<file path="config.mk">
export PLATFORM = sky130hd
export DESIGN_NAME = seq_adder
export DESIGN_NICKNAME = d
export VERILOG_FILES = /design/src/rtl/seq_adder.sv
export SDC_FILE = /design/constraint.sdc
export NUM_CORES = 1
export LEC_CHECK = 0
export ABC_AREA = 1
export BUFFER_PORTS_ARGS = -buffer_cell sky130_fd_sc_hd__buf_2
export CAP_MARGIN = 30
export CORE_ASPECT_RATIO = 1.75
export CORE_MARGIN = 2
export CORE_UTILIZATION = 54
export CTS_CLUSTER_SIZE = 20
export DETAILED_ROUTE_END_ITERATION = 16
export HOLD_SLACK_MARGIN = 0.03
export PLACE_DENSITY = 0.89
export SYNTH_ARGS = -nofsm -noshare
export SYNTH_HDL_FRONTEND = slang
export SYNTH_SLANG_ARGS = --single-unit
</file>
<file path="constraint.sdc">
create_clock -name clk -period 3.2 [get_ports clk]
set_clock_uncertainty 0.15 [all_clocks]
set_input_delay 0.16 -clock clk [delete_from_list [all_inputs] [get_ports clk]]
set_output_delay 0.16 -clock clk [all_outputs]
set_load 0.005 [all_outputs]
</file>
<file path="src/rtl/seq_adder.sv">
// Multi-cycle ripple adder: sum = a + b + cin over WIDTH bits, STEP bits per clock.
// Define SEQ_ADDER_OVF_EN to add the signed-overflow output ovf.

module fa_cell (
   input  logic a,
   input  logic b,
   input  logic ci,
   output logic s,
   output logic co
);
   assign s  = a ^ b ^ ci;
   assign co = (a & b) | (ci & (a ^ b));
endmodule

module seq_adder #(
   parameter int WIDTH = 16,
   parameter int STEP  = 4
) (
   input  logic             clk,
   input  logic             rst_n,
   input  logic             start,
   input  logic [WIDTH-1:0] a,
   input  logic [WIDTH-1:0] b,
   input  logic             cin,
   output logic             busy,
   output logic             done,
   output logic [WIDTH-1:0] sum,
   output logic             cout
`ifdef SEQ_ADDER_OVF_EN
   ,
   output logic             ovf
`endif
);
   localparam int N  = WIDTH / STEP;
   localparam int IW = (N > 1) ? $clog2(N) : 1;
   localparam logic [IW-1:0] LAST = IW'(N - 1);

   typedef enum logic {IDLE = 1'b0, RUN = 1'b1} state_t;

   state_t state, state_nx;
   logic [IW-1:0] idx;
   logic carry;
   logic load, last;

   // Operands and partial result viewed as N slices of STEP bits
   logic [N-1:0][STEP-1:0] a_r, b_r, part, part_nx;
   logic [STEP-1:0] a_sl, b_sl, s_sl;
   logic [STEP:0]   c;

   always_ff @(posedge clk) begin
      if (!rst_n) state <= IDLE;
      else        state <= state_nx;
   end

   always_comb begin
      state_nx = state;
      case (state)
         IDLE:    if (start) state_nx = RUN;
         RUN:     if (idx == LAST) state_nx = IDLE;
         default: state_nx = IDLE;
      endcase
   end

   always_comb begin
      load = (state == IDLE) && start;
      last = (state == RUN) && (idx == LAST);
      busy = (state == RUN);
   end

   assign a_sl = a_r[idx];
   assign b_sl = b_r[idx];
   assign c[0] = carry;

   fa_cell u_fa [STEP-1:0] (
      .a  (a_sl),
      .b  (b_sl),
      .ci (c[STEP-1:0]),
      .s  (s_sl),
      .co (c[STEP:1])
   );

   // Final slice is merged combinationally so sum updates on the same edge
   always_comb begin
      part_nx      = part;
      part_nx[idx] = s_sl;
   end

   always_ff @(posedge clk) begin
      if (!rst_n) begin
         idx   <= '0;
         carry <= 1'b0;
         done  <= 1'b0;
         sum   <= '0;
         cout  <= 1'b0;
`ifdef SEQ_ADDER_OVF_EN
         ovf   <= 1'b0;
`endif
      end else begin
         done <= last;
         if (load) begin
            a_r   <= a;
            b_r   <= b;
            carry <= cin;
            part  <= '0;
            idx   <= '0;
         end else if (state == RUN) begin
            part  <= part_nx;
            carry <= c[STEP];
            idx   <= last ? '0 : idx + 1'b1;
            if (last) begin
               sum  <= part_nx;
               cout <= c[STEP];
`ifdef SEQ_ADDER_OVF_EN
               ovf  <= (a_r[N-1][STEP-1] == b_r[N-1][STEP-1]) &&
                       (part_nx[N-1][STEP-1] != a_r[N-1][STEP-1]);
`endif
            end
         end
      end
   end
endmodule
</file>
==> run metrics, run 1 <==
crit path max fanout 6; setup violators final 0; Starting Density between 50% and 60%; Worst VDD drop 0.595 mV; Slowest Stage Delay on Critical Path ~0.47 ns; core area 4980 µm²; share of the synthesized area in the top cell type 47.4%; worst r2r src idx[1]; top cell type by total area after synthesis edfxtp_1; Syn Std Cell Area around 2800 µm²; IO Port Bufs between 50 and 60; initial drt markers 116; Post-Layout Cell Count 424; final worst path period share between 90% and 100%; antenna-violating nets left 0; final count of hold timing violations 0; max cap viols 0; clk buf depth 2; CTS Root Cell clkbuf_8; total negative slack 0 ns; status finished, final reports clean; Synth Area in Compound Gates roughly 8%; Die Y 99.0 µm; Final nets between 400 and 500; most frequent cells in the layout 71 x nand2_1, 54 x buf_2, 44 x edfxtp_1; post-synthesis mux area share 0%; synth top area cells edfxtp_1 47%, dfxtp_1 16%, nand2_1 9.6%; Synth Area in Simple Gates roughly 17%; diode count 0; CP startpoint kind flop; largest family of logic cells by synthesized area simple AND/OR/NAND/NOR gates; DR pass1 iterations 5; Post-Synth Adder-Cell Area 4.67%; Avg Synthesized Cell Area between 10 and 15 µm²; sequential area share after synthesis a little over three fifths; Rows 34; CTS buffer count 9; Placed Instance Area between 3000 and 4000 µm²; Worst Path Arrival around 3.1 ns; Worst R2R Path Depth 12; Yosys cell types 22; clk slew on worst S/H paths 0.08 ns; total gr overflow 0; CTS tree yes; hold crit path type primary input to flop; Yosys reg bits 66; r2r endpoint part[11]; WHS Endpoint idx[0]; WHS Path Cells 4; first-pass GRT wire length 10500 µm; Crit-path slowest cell fa_2; crit path cell chain inv_1 > nand3_1 > nand2_1 > fa_1 > inv_1 > fa_1 > fa_1 > inv_1 > fa_2 > nand2_1 > o21ai_0 > nor2_1; min Tclk post-route between 3 and 4 ns; XOR/XNOR share of the synthesized area 0%; Rel. slew slack between 30% and 40%; via/cell ratio approximately 5.3; Worst Min Path Start start; Mapped Nets approximately 310; I/O pin cnt 55; placed cells roughly 370; DIE WIDTH between 50 and 60 µm; global placement routability congestion 0.826; Pwr Density 528 nW/µm²; largest net degree at the start of global routing 33; Synth warnings 0; Filler cells between 300 and 400; area grow syn2layout 31.5%; CTS Sinks between 60 and 70; GRT Total Usage 25.2%; Required @ worst endpoint between 3 and 4 ns; total number of vias between 2000 and 2500; die footprint around 5800 µm²; fmax 323 MHz; most common cell after layout, fill and taps aside nand2_1; gate count after technology mapping 269; Worst setup EP type flop; crit path kind flop to flop; DR WL/cell 15.8 µm; Design Area, Final approximately 3700 µm²; worst-margin pin slew between 1 and 1.5 ns; Total Power 1940 µW; clk_lat worst skew 0.34 ns; Max Slew Vio Count 0; DRC viols 0; vias in the first global route about 2200; Post-Route WL ~6700 µm; initial antenna violation count 0; CTS H-Tree Depth 3; layout cells sized above 1 between 20% and 30%; P_leak about 0.0016 µW; FF-to-FF setup slack between 0.1 and 0.15 ns; dpl hpwl roughly 3700 µm
[synth_stat cells (all sizes together)]
master,number
clkbuf,3
nor3,1
o211ai,4
a21oi,14
ha,4
edfxtp,44
o21ai,21
dfxtp,22
nand3,15
nand2,74
nor2,25
buf,7
clkinv,1
inv,30
fa,4
[per-layer routing]
layer | GRT usage, % | vias to the layer above | wire length [µm] | part of all wire [%]
met4 | 14.7 | 0 | 272 | 4.0
li1 | - | 1071 | - | -
met3 | 6.43 | 24 | 465 | 6.9
met5 | 0 | - | 0 | 0
met2 | 44.6 | 119 | 3710 | 55
met1 | 25.4 | 1038 | 2270 | 34
[final cells by class]
cell class | instances | area [µm²] | share of cell area (%)
Tap cell | 54 | 67.6 | 1.84
Clock buffer | 9 | 124 | 3.38
Timing Repair Buffer | 94 | 657 | 17.9
Clock inverter | 7 | 83.8 | 2.29
Multi-Input combinational cell | 162 | 833 | 22.7
Sequential cell | 66 | 1770 | 48.2
Timing Repair inverter | 1 | 7.51 | 0.205
Inverter | 31 | 125 | 3.42
[state kept, by name, indices dropped and copies added (netlist names)]
signal,cells
done,1
idx,2
cout,1
carry,1
part,12
b_r,16
busy,1
a_r,16
sum,16
[power breakdown]
part	switching, µW	internal (µW)	total, µW	leakage (µW)
clock network	307	430	738	0.000110
registers	14.0	952	966	0.000592
logic	136	96.2	232	0.000929
[critical path, delay by kind of cell, from the launching register on]
family	cells	cell delay, ns
AOI/OAI and AO/OA	1	0.14
adders and majority gates	4	1.46
buffers and inverters	3	0.40
DFF	1	0.35
and+or+nand+nor	4	0.46
[kinds of logic (layout without fill, tap and decap cells)]
kind of cell	count (synthesis)	count (layout)
AND/OR/NAND/NOR	115	115
AO/OA/AOI/OAI	39	39
flip-flops	66	66
adder cells (fa/ha/maj)	8	8
buffers and inverters	41	142
[repair_timing]
action / 4_1_cts / 5_1_grt
endpoints found under the setup margin: 0 / 6
resized for setup: 0 / 7
buffers inserted: 0 / 3
hold buffers: 33 / 0
hold endpoints to repair: 33 / 0
[per-stage QoR]
step	setup WS, ns	hold slack, ns	utilization [%]
global route	-0.0171	0.0838	73.6
finish	0.106	0.0859	73.6
CTS	0.0959	0.0315	72.7
detailed placement	0.116	0.188	61.9
floorplan	0.336	0.109	-
global placement	0.249	0.187	61.9
[worst max-delay path by stage]
stage	startpoint	to	depth (start not counted)	slack [ns]
6_report	idx[1]	part[11]	12	0.11
5_1_grt	idx[0]	part[7]	13	-0.02
4_1_cts	idx[0]	part[7]	12	0.1
3_5_place_dp	idx[0]	part[7]	12	0.12
3_3_place_gp	idx[0]	part[7]	12	0.25
2_1_floorplan	idx[1]	part[7]	12	0.34
No activity file was read; power rests on OpenSTA's default activity.
==> run 2: changes to the inputs <==
Settings changed: CORE_UTILIZATION 54 to 55, HOLD_SLACK_MARGIN 0.03 to default, PLACE_DENSITY 0.89 to 0.91.
Clock period 3.2 ns to 4 ns, I/O delays scaled along.
==> run 2 against run 1 <==
Register-to-register slack improved by 0.71 ns. Clock-buffer cell count is 3 higher. Sequential share of layout area increased by 1.4 points. First-iteration DRC count decreased by 23%. Critical path type unchanged. Highest routed layer unchanged.
==> run metrics, run 2 (synthesis gave the netlist of run 1 again) <==
Design Area, Final 3550 µm² (-3.1%); Filler cells 329 (+5.4%); via/cell ratio 5.18 (-2.4%); most common cell after layout, fill and taps aside nand2_1; placed cells 369 (-0.54%); DR pass1 iterations 4 (-1); DR WL/cell 14.7 µm (-7.3%); CTS buffer count 9 (unchanged); Worst R2R Path Depth 12 (unchanged); crit path kind flop to flop; Post-Route WL 6130 µm (-8.8%); post-CTS sizing 0 (unchanged); Max Slew Vio Count 0 (unchanged); setup violators final 0 (unchanged); clk_lat worst skew 0.35 ns (about the same); Pwr Density 400 nW/µm² (-24%); largest net degree at the start of global routing 33 (unchanged); Multi-input gate area 831 µm² (-0.30%); CTS Sinks 66 (unchanged); crit path max fanout 16 (+10); DRC viols 0 (unchanged); I/O pin cnt 55 (unchanged); r2r endpoint part[7]; vias in the first global route 2194 (-2.1%); total gr overflow 0 (unchanged); area grow syn2layout 27.4%; layout cells sized above 1 22.6% (-2.5 points); WHS Path Cells 4 (unchanged); GRT Total Usage 24.2% (-0.96 points); FF-to-FF setup slack 0.81 ns (+0.71 ns); worst r2r src idx[1]; WHS Endpoint idx[0]; Starting Density 56.5% (+0.48 points); global placement routability congestion 0.918 (+11%); register area 1760 µm² (-0.21%); CTS Root Cell clkbuf_8; Rel. slew slack 35.9% (+4.5 points); final count of hold timing violations 0 (unchanged); initial drt markers 89 (-23%); max cap viols 0 (unchanged); most frequent cells in the layout 71 x nand2_1, 54 x buf_2, 44 x edfxtp_1; total negative slack 0 ns (unchanged); biggest regs a_r: 16 flops, b_r: 16 flops, sum: 16 flops; Final nets 402 (-1.7%); CTS H-Tree Depth 3 (unchanged); Worst setup EP type flop; min Tclk post-route 3.19 ns (+0.0917 ns); RSZ-0062 raised after global routing false; initial antenna violation count 0 (unchanged); Post-Layout Cell Count 417 (-1.7%); die footprint 5670 µm² (-1.7%); clk slew on worst S/H paths 0.07 ns (about the same); Rows 34 (unchanged); status finished, final reports clean; Worst Min Path Start start; total number of vias 2162 (-4.0%); P_leak 0.00158 µW (-3.0%); CTS tree yes; worst-margin pin slew 0.957 ns (-0.0674 ns); Worst Path Arrival 3.13 ns (about the same); Die Y 98.2 µm (-0.87%); CP startpoint kind flop; first-pass GRT wire length 10100 µm (-4.0%); diode count 0 (unchanged); final worst path period share 79.6% (-17 points); dpl hpwl 3780 µm (+1.9%); Total Power 1420 µW (-27%); DIE WIDTH 57.8 µm (-0.85%); antenna-violating nets left 0 (unchanged); Worst VDD drop 0.335 mV (-44%); clk buf depth 2 (unchanged); core area 4930 µm² (-0.85%); fmax 314 MHz (-2.9%); hold crit path type primary input to flop; Placed Instance Area 3070 µm² (-0.49%); IO Port Bufs 54 (unchanged); Required @ worst endpoint 3.94 ns (+0.69 ns); post-CTS setup buffer count 0 (unchanged)
run 2: changes by cell type in the layout (fill, tap and decap cells not counted), sizes merged:
cell         delta
dlygate4sd3     -1
buf             -5
clkbuf          +3
bufinv          -2
clkinvlp        -2
clkinv          -1
inv             +1
run 2: final cells by class:
type	instances	share of cell area, %
flip-flops and latches	66	49.6
multi-input cells	162	23.4
repair buffers	88	17.1
clock buffers	12	4.09
inverters	31	3.42
well taps	54	1.90
clock inverters	4	0.529
run 2: how the worst max path moves through the flow:
stage                       from  endpoint  slack (ns)  cells after the start
final                     idx[1]   part[7]        0.81                     12
after global routing      idx[1]   part[7]        0.55                     12
after detailed placement  idx[1]   part[7]        0.87                     12
after floorplan           idx[1]   part[7]        1.14                     12
after global placement    idx[1]   part[7]        1.00                     12
after CTS                 idx[1]   part[7]        0.84                     12
run 2: metrics by stage:
stage,setup slack (ns),utilization [%],hold slack [ns]
finish,0.814,72.0,0.0943
detailed placement,0.874,62.1,0.228
floorplan,1.14,-,0.149
global placement,1.00,62.1,0.226
global route,0.550,72.0,0.114
CTS,0.837,72.0,0.0461
run 2: critical path, cell delays in order (launching register included):
cell,delay [ns]
dfxtp_1,0.64
inv_1,0.23
nand3_1,0.15
nand2_1,0.08
fa_1,0.40
inv_1,0.08
fa_1,0.17
fa_1,0.16
inv_1,0.05
fa_1,0.54
nand2_1,0.07
o21ai_0,0.15
nor2_1,0.07
run 2: layer usage:
layer	vias up	track usage (%)	routed length [µm]
met3	20	6.09	352
met4	0	12.0	187
li1	1059	-	-
met2	94	41.8	3340
met5	-	0	0
met1	989	26.8	2250
run 2: what timing repair did:
item                                   4_1_cts  5_1_grt
hold buffers                                32        0
endpoints found under the hold margin       32        0
setup endpoints to repair                    0        0
run 2: report_power, final:
part           leakage [µW]  switching [µW]  total (µW)  internal [µW]
Clock             0.0000876             241         478            237
Combinational      0.000903            99.9         170           69.7
Sequential         0.000591            10.9         773            762
==> run 3: changes to the inputs <==
Settings changed: ABC_AREA 1 to 0, CORE_UTILIZATION 55 to 54, PLACE_DENSITY 0.91 to 0.89.
Clock period 4 ns to 3.05 ns, I/O delays scaled along.
==> run 3 against run 2 <==
The flow now finishes with violations (setup timing). Sequential share of layout area decreased by 1.6 points. Synthesized cell count is 30% lower. Hold slack got worse by 0.035 ns. Via count down 9.1%. Utilization rose by 1.9 points. Clock-buffer cell count increased by 2. Largest cell class unchanged. Highest routed layer unchanged.
==> run metrics, run 3 <==
first-pass GRT wire length 11400 µm (+13%); Worst setup EP type flop; P_sw 488 µW (+38%); sequential area share after synthesis 62.6% (-0.62 points); failing checks setup timing; share of the synthesized area in the top cell type 47.0% (-0.46 points); Worst VDD drop 0.531 mV (+59%); Yosys reg bits 66 (unchanged); final count of hold timing violations 0 (unchanged); CP startpoint kind flop; clk slew on worst S/H paths 0.07 ns (about the same); clk_lat worst skew 0.35 ns (about the same); GRT Total Usage 28.2% (+4.0 points); Worst Min Path Start cin; layout cells sized above 1 37.8% (+15 points); Post-Layout Cell Count 340 (-18%); Yosys cell types 32 (+45%); top-count cell post-synth edfxtp_1; Required @ worst endpoint 3.16 ns (-0.78 ns); hold crit path type primary input to flop; die footprint 5830 µm² (+2.7%); Rel. slew slack 45.1% (+9.1 points); clk buf depth 2 (unchanged); I/O pin cnt 55 (unchanged); Synth Flop Type edfxtp_1; initial drt markers 75 (-16%); RSZ-0062 raised after global routing true; final hold slack 0.0597 ns (-0.0346 ns); Die Y 99.5 µm (+1.4%); Synth warnings 0 (unchanged); largest net degree at the start of global routing 33 (unchanged); Rows 34 (unchanged); CTS Root Cell clkbuf_8; final worst path period share 103% (+23 points); status complete, but fails checks; gate count after technology mapping 189 (-30%); Post-Route WL 7320 µm (+19%); most common cell after layout, fill and taps aside buf_2; biggest regs a_r: 16 flops, b_r: 16 flops, sum: 16 flops; Starting Density 56.5% (+0.070 points); P_leak 0.00143 µW (-9.7%); Worst Path Arrival 3.24 ns (+0.11 ns); CTS H-Tree Depth 3 (unchanged); Mapped Nets 233 (-26%); setup violators final 6 (+6); area grow syn2layout 30.7%; Post-synth top cells 44 x edfxtp_1, 22 x dfxtp_1, 21 x a21oi_1, 10 x inv_1, 10 x nor2_1; total negative slack -0.269 ns (-0.269 ns); EDFF count, synth 44 (unchanged); worst-margin pin slew 0.824 ns (-0.133 ns); fraction of registers with async set/reset 0% (unchanged); Avg Synthesized Cell Area 14.9 µm² (+44%); Final nets 325 (-19%); sw frac 23.8% (-0.98 points); worst r2r src idx[0]; Post-Place Worst Slack -0.0510 ns (-0.925 ns); core area 4980 µm² (+0.86%); clock power share 36.5% (+2.9 points); antenna-violating nets left 0 (unchanged); CTS tree yes; DR WL/cell 21.5 µm (+46%); max cap viols 0 (unchanged); vias in the first global route 2086 (-4.9%); Filler cells 265 (-19%); top cell type by total area after synthesis edfxtp_1; synth top area cells edfxtp_1 47%, dfxtp_1 16%, mux4_2 5.6%; Worst Slack Setup Final -0.0851 ns (-0.899 ns); placed cells 290 (-21%); Max Slew Vio Count 0 (unchanged); DRC viols 0 (unchanged); initial antenna violation count 0 (unchanged); Gate power share 13.8% (+1.9 points); crit path kind flop to flop; DR pass1 iterations 5 (+1); Pwr Density 557 nW/µm² (+39%); Internal Dissipation 1560 µW (+46%); crit path max fanout 4 (-12); IO Port Bufs 54 (unchanged); total number of vias 1965 (-9.1%); CTS Sinks 66 (unchanged); total gr overflow 0 (unchanged); min Tclk post-route 3.14 ns (-0.0509 ns); dpl hpwl 3770 µm (-0.15%); diode count 0 (unchanged); via/cell ratio 5.78 (+11%); Flop pwr share 49.7% (-4.7 points); Critical path origin idx[0]; CTS buffer count 9 (unchanged); global placement routability congestion 0.770 (-16%); most frequent cells in the layout 54 x buf_2, 44 x edfxtp_1, 34 x dlygate4sd3_1; fmax 319 MHz (+1.6%); DIE WIDTH 58.6 µm (+1.3%); Syn Std Cell Area 2810 µm² (+0.99%)
## run 3: changes by cell type in the layout (fill, tap and decap cells not counted), sizes merged, moves of 6 or more
| cell | previous run | this run |
|---|---|---|
| a21oi | 14 | 21 |
| nor2 | 25 | 10 |
| mux4 | 0 | 8 |
| o21ai | 21 | 0 |
| a211oi | 0 | 9 |
| inv | 30 | 11 |
| nand2 | 74 | 4 |
| nand2b | 0 | 8 |
| mux2i | 0 | 6 |
| nand3 | 15 | 3 |
## run 3: per-layer routing
layer	track usage, %	up-vias	wire length (µm)
li1	-	879	-
met2	47.3	104	4050
met5	0	-	0
met3	8.58	13	450
met4	10.1	0	190
met1	33.8	969	2620
## run 3: path summary, 6_finish.rpt
check | endpoint | cells after the start | slack, ns
setup / recovery | sum[7] | 10 | -0.09
hold / removal | carry | 3 | 0.06
setup reg to reg | sum[7] | 10 | -0.09
hold reg to reg | sum[8] | 2 | 0.35
## run 3: what timing repair did
action / in CTS / in global routing
setup buffers: 0 / 0
hold buffers: 34 / 0
endpoints found under the setup margin: 6 / 7
resized for setup: 7 / 3
endpoints found under the hold margin: 38 / 0
cloned: 0 / 0
pin swaps: 1 / 2
## run 3: kinds of logic (layout without fill, tap and decap cells)
logic type / after synthesis / in the layout / synth area share (%)
DFF: 66 / 66 / 62.6
and+or+nand+nor: 36 / 36 / 6.89
AOI/OAI and AO/OA: 40 / 40 / 11.6
adders and majority gates: 8 / 8 / 4.62
buffers and inverters: 24 / 121 / 5.16
muxes: 15 / 15 / 9.07
## run 3: power by group through the flow
stage          registers [µW]  clock network (µW)  logic [µW]
2_1_floorplan            1030                   0         159
3_3_place_gp             1030                   0         214
3_5_place_dp             1030                   0         221
4_1_cts                  1010                 736         260
5_1_grt                  1020                 787         301
6_report                 1020                 748         282
## run 3: final cells by class
cell class | count | area, µm² | share of cell area, %
clock buffers | 14 | 163 | 4.42
clock inverters | 2 | 35.0 | 0.953
inverters | 11 | 41.3 | 1.12
multi-input cells | 99 | 946 | 25.7
flip-flops and latches | 66 | 1770 | 48.0
well taps | 54 | 67.6 | 1.84
repair buffers | 94 | 659 | 17.9
## run 3: through the flow
stage / power, µW / instance area, µm² / util [%]
3_5_place_dp: 1260 / 3110 / 62.6
4_1_cts: 2010 / 3660 / 73.5
5_1_grt: 2110 / 3680 / 73.9
6_report: 2050 / 3680 / 73.9
3_3_place_gp: 1240 / 3110 / 62.6
2_1_floorplan: 1190 / 2840 / -
## run 3: critical path, cell delays in order, from the launching register on
cell and delay (ns):
dfxtp_4 0.37, mux4_2 0.51, inv_2 0.09, fa_2 0.22, inv_2 0.04, fa_2 0.34, fa_2 0.36, inv_2 0.07
fa_2 0.46, nand2b_4 0.17, a311oi_4 0.26
